**config.mk**
```make
export PLATFORM = sky130hd
export DESIGN_NAME = vga_sync_generator
export DESIGN_NICKNAME = d
export VERILOG_FILES = /design/src/rtl/vga_timing_pkg.sv /design/src/rtl/vga_axis_counter.sv /design/src/rtl/vga_sync_generator.sv
export SDC_FILE = /design/constraint.sdc
export NUM_CORES = 1
export LEC_CHECK = 0
export ABC_AREA = 1
export BUFFER_PORTS_ARGS = -buffer_cell sky130_fd_sc_hd__buf_4
export CAP_MARGIN = 20
export CELL_PAD_IN_SITES_DETAIL_PLACEMENT = 1
export CELL_PAD_IN_SITES_GLOBAL_PLACEMENT = 2
export CORE_ASPECT_RATIO = 1.5
export CORE_UTILIZATION = 34
export DETAILED_ROUTE_END_ITERATION = 8
export PLACE_DENSITY_LB_ADDON = 0.1
export SLEW_MARGIN = 20
export SYNTH_ARGS = -nofsm -noshare
export SYNTH_HDL_FRONTEND = slang
export SYNTH_HIERARCHICAL = 1
export SYNTH_SLANG_ARGS = --single-unit
export TNS_END_PERCENT = 10
```
**constraint.sdc**
```tcl
create_clock -name i_Clk -period 5.6 [get_ports i_Clk]
set_clock_uncertainty 0.2 [all_clocks]
set_input_delay 0.84 -clock i_Clk [delete_from_list [all_inputs] [get_ports i_Clk]]
set_output_delay 0.84 -clock i_Clk [all_outputs]
set_load 0.02 [all_outputs]
```
**src/rtl/vga_timing_pkg.sv**
```systemverilog
// Default 640x480@60 raster timing constants and the per-axis region state encoding.
package vga_timing_pkg;

  localparam int CNT_W = 10;

  localparam int H_VISIBLE_AREA_DEF = 640;
  localparam int H_FRONT_PORCH_DEF  = 16;
  localparam int H_SYNC_PULSE_DEF   = 96;
  localparam int H_BACK_PORCH_DEF   = 48;
  localparam int H_TOTAL = H_VISIBLE_AREA_DEF + H_FRONT_PORCH_DEF + H_SYNC_PULSE_DEF + H_BACK_PORCH_DEF;

  localparam int V_VISIBLE_AREA_DEF = 480;
  localparam int V_FRONT_PORCH_DEF  = 10;
  localparam int V_SYNC_PULSE_DEF   = 2;
  localparam int V_BACK_PORCH_DEF   = 33;
  localparam int V_TOTAL = V_VISIBLE_AREA_DEF + V_FRONT_PORCH_DEF + V_SYNC_PULSE_DEF + V_BACK_PORCH_DEF;

  localparam int SYNC_DELAY_DEF = 2;

  typedef enum logic [1:0] {
    S_VISIBLE,
    S_FRONT_PORCH,
    S_SYNC,
    S_BACK_PORCH
  } axis_state_t;

endpackage

```
**src/rtl/vga_axis_counter.sv**
```systemverilog
// One raster axis: wrapping counter, region FSM and registered active-low sync.
// state_next exposes the region being entered so the top can register flags aligned with count.
module vga_axis_counter
  import vga_timing_pkg::*;
#(
  parameter int VISIBLE     = H_VISIBLE_AREA_DEF,
  parameter int FRONT_PORCH = H_FRONT_PORCH_DEF,
  parameter int SYNC_PULSE  = H_SYNC_PULSE_DEF,
  parameter int BACK_PORCH  = H_BACK_PORCH_DEF
) (
  input  logic             clk,
  input  logic             rst,
  input  logic             advance,
  output logic [CNT_W-1:0] count,
  output axis_state_t      state_next,
  output logic             sync_n,
  output logic             wrap
);

  localparam logic [CNT_W-1:0] LAST       = CNT_W'(VISIBLE + FRONT_PORCH + SYNC_PULSE + BACK_PORCH - 1);
  localparam logic [CNT_W-1:0] FP_START   = CNT_W'(VISIBLE);
  localparam logic [CNT_W-1:0] SYNC_START = CNT_W'(VISIBLE + FRONT_PORCH);
  localparam logic [CNT_W-1:0] BP_START   = CNT_W'(VISIBLE + FRONT_PORCH + SYNC_PULSE);

  axis_state_t      state;
  logic [CNT_W-1:0] count_next;

  // wrap is combinational so the V axis can advance on the same edge H wraps.
  assign wrap = advance && (count == LAST);

  always_comb begin
    count_next = count;
    if (wrap) begin
      count_next = '0;
    end else if (advance) begin
      count_next = count + CNT_W'(1);
    end
  end

  always_comb begin
    state_next = state;
    case (state)
      S_VISIBLE:     if (count_next == FP_START)   state_next = S_FRONT_PORCH;
      S_FRONT_PORCH: if (count_next == SYNC_START) state_next = S_SYNC;
      S_SYNC:        if (count_next == BP_START)   state_next = S_BACK_PORCH;
      S_BACK_PORCH:  if (count_next == '0)         state_next = S_VISIBLE;
      default:                                     state_next = S_VISIBLE;
    endcase
  end

  always_ff @(posedge clk or posedge rst) begin
    if (rst) begin
      count  <= '0;
      state  <= S_VISIBLE;
      sync_n <= 1'b1;
    end else begin
      count  <= count_next;
      state  <= state_next;
      sync_n <= (state_next != S_SYNC);
    end
  end

endmodule

```
**src/rtl/vga_sync_generator.sv**
```systemverilog
// 640x480@60 VGA raster generator: H/V counters, active-low syncs, visible flag, line/frame strobes.
// VGA_SYNC_DELAY_EN adds a SYNC_DELAY-deep delay line on HSync/VSync only.
module vga_sync_generator
  import vga_timing_pkg::*;
#(
  parameter int H_VISIBLE_AREA = H_VISIBLE_AREA_DEF,
  parameter int H_FRONT_PORCH  = H_FRONT_PORCH_DEF,
  parameter int H_SYNC_PULSE   = H_SYNC_PULSE_DEF,
  parameter int H_BACK_PORCH   = H_BACK_PORCH_DEF,
  parameter int V_VISIBLE_AREA = V_VISIBLE_AREA_DEF,
  parameter int V_FRONT_PORCH  = V_FRONT_PORCH_DEF,
  parameter int V_SYNC_PULSE   = V_SYNC_PULSE_DEF,
  parameter int V_BACK_PORCH   = V_BACK_PORCH_DEF
`ifdef VGA_SYNC_DELAY_EN
  , parameter int SYNC_DELAY   = SYNC_DELAY_DEF
`endif
) (
  input  logic             i_Clk,
  input  logic             i_Reset,
  output logic [CNT_W-1:0] o_H_Counter,
  output logic [CNT_W-1:0] o_V_Counter,
  output logic             o_HSync,
  output logic             o_VSync,
  output logic             o_Visible,
  output logic             o_Line_Start,
  output logic             o_Frame_Start
);

  axis_state_t h_state_next, v_state_next;
  logic        h_sync_n, v_sync_n;
  logic        h_wrap, v_wrap;

  vga_axis_counter #(
    .VISIBLE     (H_VISIBLE_AREA),
    .FRONT_PORCH (H_FRONT_PORCH),
    .SYNC_PULSE  (H_SYNC_PULSE),
    .BACK_PORCH  (H_BACK_PORCH)
  ) u_h_axis (
    .clk        (i_Clk),
    .rst        (i_Reset),
    .advance    (1'b1),
    .count      (o_H_Counter),
    .state_next (h_state_next),
    .sync_n     (h_sync_n),
    .wrap       (h_wrap)
  );

  vga_axis_counter #(
    .VISIBLE     (V_VISIBLE_AREA),
    .FRONT_PORCH (V_FRONT_PORCH),
    .SYNC_PULSE  (V_SYNC_PULSE),
    .BACK_PORCH  (V_BACK_PORCH)
  ) u_v_axis (
    .clk        (i_Clk),
    .rst        (i_Reset),
    .advance    (h_wrap),
    .count      (o_V_Counter),
    .state_next (v_state_next),
    .sync_n     (v_sync_n),
    .wrap       (v_wrap)
  );

  // v_wrap already implies h_wrap, so it marks the (last,last) -> (0,0) edge.
  always_ff @(posedge i_Clk or posedge i_Reset) begin
    if (i_Reset) begin
      o_Visible     <= 1'b0;
      o_Line_Start  <= 1'b0;
      o_Frame_Start <= 1'b0;
    end else begin
      o_Visible     <= (h_state_next == S_VISIBLE) && (v_state_next == S_VISIBLE);
      o_Line_Start  <= h_wrap;
      o_Frame_Start <= v_wrap;
    end
  end

`ifdef VGA_SYNC_DELAY_EN
  logic [SYNC_DELAY-1:0] h_dly, v_dly;

  always_ff @(posedge i_Clk or posedge i_Reset) begin
    if (i_Reset) begin
      h_dly <= '1;
      v_dly <= '1;
    end else begin
      h_dly[0] <= h_sync_n;
      v_dly[0] <= v_sync_n;
      for (int i = 1; i < SYNC_DELAY; i++) begin
        h_dly[i] <= h_dly[i-1];
        v_dly[i] <= v_dly[i-1];
      end
    end
  end

  assign o_HSync = h_dly[SYNC_DELAY-1];
  assign o_VSync = v_dly[SYNC_DELAY-1];
`else
  assign o_HSync = h_sync_n;
  assign o_VSync = v_sync_n;
`endif

endmodule

```
==> flow_summary.ini <==
[yosys]
muxShareOfSynthArea = 0
synth-seq-cells = 29
synth_top_family_by_area = simple AND/OR/NAND/NOR gates
synth_nets = 297
synth_xor_area_frac = 0.00433
yosys.area_share.simple = 0.465
yosys.area.top_type = dfrtp_1
ys_seq_area_frac = 0.360
post-synth-top-area-fraction = 0.334
yosys-top-cells-area = dfrtp_1 33%, nand2_1 14%, inv_1 11%, nand3_2 5.9%, nor2_1 5.2%
synth_cell_types = 24
synth_compound_area_frac = 0.0235
synthAdderAreaFrac = 0.0186
syn_area_um2 = 2020
synth.avg_cell_area_um2 = 6.92
yosysWarnings = 6
netlist_instances = 292

[grt]
grt_pass1_wl_um = 8900
grt_pass1_vias = 1904
grt_util_all_layers = 0.193
grt_busiest_layer = met2
grtUsageMet3 = 0.0246
antenna_found_initial = 0
grtUsageMet1 = 0.182
grt.met2_usage = 0.412
grt_overflow = 0
grt_start_max_net_pins = 14

[timing]
rsz0062_at_grt = false
finalCritPeriodShare = 0.488
tns_ns = 0
slew_headroom = 0.631
tightest_slew_ns = 0.548
min_period_ns = 2.73
final_hold_viol_count = 0
timing.fmax_mhz = 366
drv_slew = 0
setup_ws_ns = 2.87
setup_viol = 0

[place]
port_buffers = 26
dp_hpwl_um = 4630
pre_cts_ws_ns = 2.87
place.gp.congestion = 0.806
place_area_um2 = 2300

[clock_tree]
cts_tree = yes
cts_setup_buffers = 0
cts_root_buf = clkbuf_8
clk-insertion-delay-late_ns = 0.28
clockBufferDepth = 2
cts_htree_levels = 2
numCtsBuffers = 5
cts.sinks = 29
hold_buffers = 0
cts_resized = 0
path_clk_slew_ns = 0.07

[power_and_ir_drop]
p_sw_mw = 0.405
power_density_nw_per_um2 = 374
clkPwrFrac = 0.213
finalPower_mw = 0.899
p_comb_frac = 0.437
p_seq_frac = 0.350
vdd_drop_max_mv = 0.166
p_int_mw = 0.494
switching_share = 0.450
p_leak_nw = 1.36

[floorplanning]
die_h_um = 96.4
ioPinCount = 27
coreArea_um2 = 5790
rows = 34
die_w_um = 65.0
dieArea_um2 = 6270
start_util = 0.349

[finish]
area_growth_syn_to_layout_pct = 18.7
seq_area_um2 = 728
fin_nets = 329
fillers = 776
diodes = 0
final_cell_area_um2 = 2400
drive_gt1_frac = 0.258
multi_input_area_um2 = 1040
final_core_util = 0.415

[routing]
routed_wl_um = 5490
initialDrtViolationCount = 29
remaining_drc_errors = 0
avgRoutedWirePerCell_um = 13.8
drt-pass1-iter-count = 4
via_count = 1865
via_per_inst = 4.70
antenna_left = 0

[critical_path]
worstPathArrival_ns = 2.71
critical_path.max_stage_delay_ns = 0.44
crit_top_cell = nand2_1
cp-start-kind = flip-flop
end_kind = flip-flop
crit_type = reg -> reg
cp_cell_sequence = ha_1 -> nand3_1 -> nor2_1 -> nand4_1 -> inv_1 -> nand2_1 -> nor2_2 -> nand3_4 -> nand2_2 -> nand3_2 -> o21ai_0 -> nand3b_1 -> nand2_1 -> inv_1 -> nand2_1 -> nor2_1
worstPathRequired_ns = 5.58
crit_fanout = 9
crit_slowest_cell = dfrtp_1

[run_status]
status = finished clean

[min_path]
hold_path_class = in -> async

[job]
maxCapViolCount = 0
power groups by stage:
| stage | logic, mW | registers [mW] | clock network [mW] |
|---|---|---|---|
| 6_report | 0.393 | 0.314 | 0.192 |
| 5_1_grt | 0.439 | 0.324 | 0.205 |
| 4_1_cts | 0.398 | 0.317 | 0.201 |
| 3_5_place_dp | 0.397 | 0.321 | 0 |
| 3_3_place_gp | 0.392 | 0.318 | 0 |
| 2_1_floorplan | 0.224 | 0.352 | 0 |
cell usage in the layout, fill, tap and decap left out, types with 2 or more instances in the layout:
master | Yosys | final
nor2_4 | 5 | 5
nor2_1 | 28 | 28
nand3_1 | 20 | 20
ha_1 | 3 | 3
nand2_1 | 78 | 78
inv_2 | 5 | 5
dfstp_2 | 2 | 2
nand4_1 | 12 | 12
buf_4 | 1 | 26
inv_1 | 61 | 61
o21ai_0 | 4 | 4
nor2_2 | 10 | 10
nor3_1 | 2 | 2
nand3_2 | 12 | 12
dfrtp_1 | 27 | 27
nand2_2 | 12 | 12
clkbuf_8 | 0 | 7
o21ai_2 | 2 | 2
nand3b_1 | 2 | 2
critical path: cells and delay by family (launching register included):
family / cells / cell delay [ns]
and+or+nand+nor: 12 / 1.33
DFF: 1 / 0.44
adders and majority gates: 1 / 0.26
buffers and inverters: 2 / 0.24
AOI/OAI and AO/OA: 1 / 0.19
cells in the mapped netlist:
master	count
a21oi_1	1
nor2_1	28
o21ai_1	1
dfrtp_1	27
o21ai_2	2
nand3b_1	2
inv_1	61
buf_4	1
nand4_1	12
nor2_4	5
nand2_1	78
nor3_1	2
o21ai_0	4
nand3_2	12
inv_2	5
ha_1	3
nand2_2	12
xor2_1	1
nor2_2	10
dfstp_2	2
nand2_4	1
conb_1	1
nand3_4	1
nand3_1	20
routing by layer:
metal / share of wire / wire (um)
met5: 0 / 0
met4: 0.013 / 71
met3: 0.012 / 67
met2: 0.61 / 3370
met1: 0.36 / 1990
sequential cells by signal, indices dropped and copies added (netlist names):
register / flops
u_v_axis/state: 2
o_Line_Start: 1
u_h_axis/count: 10
u_v_axis/count: 10
o_Frame_Start: 1
u_h_axis/state: 2
u_h_axis/sync_n: 1
u_v_axis/sync_n: 1
o_Visible: 1
stage by stage:
step	hold slack, ns	cells
finish	0.254	397
global route	0.257	397
CTS	0.255	397
detailed placement	0.362	389
global placement	0.355	389
floorplan	0.327	292
cell families (layout without fill, tap and decap cells):
| family | after synthesis | count (layout) |
|---|---|---|
| AO/OA/AOI/OAI | 8 | 8 |
| XOR/XNOR | 1 | 1 |
| adder cells (fa/ha/maj) | 3 | 3 |
| buffers and inverters | 67 | 100 |
| flip-flops | 29 | 29 |
| other | 1 | 1 |
| AND/OR/NAND/NOR | 183 | 183 |
final cells by class:
| type | instances | share of cell area |
|---|---|---|
| timing repair buffer | 26 | 0.0813 |
| inverter | 66 | 0.103 |
| tap | 72 | 0.0375 |
| multi-input combinational | 196 | 0.433 |
| sequential | 29 | 0.303 |
| clock buffer | 7 | 0.0401 |
| clock inverter | 1 | 0.00208 |
path summary, 6_finish.rpt:
check,startpoint,endpoint,slack [ns],depth (start not counted)
min,i_Reset,o_Visible,0.25,2
min in group i_Clk,u_h_axis/state[1],u_h_axis/state[1],0.38,2
max reg2reg,u_h_axis/count[0],o_Visible,2.87,16
max in group asynchronous,i_Reset,u_v_axis/count[7],4.41,2
max,u_h_axis/count[0],o_Visible,2.87,16
min reg2reg,u_h_axis/state[1],u_h_axis/state[1],0.38,2
Power figures use the tool's default switching activity.
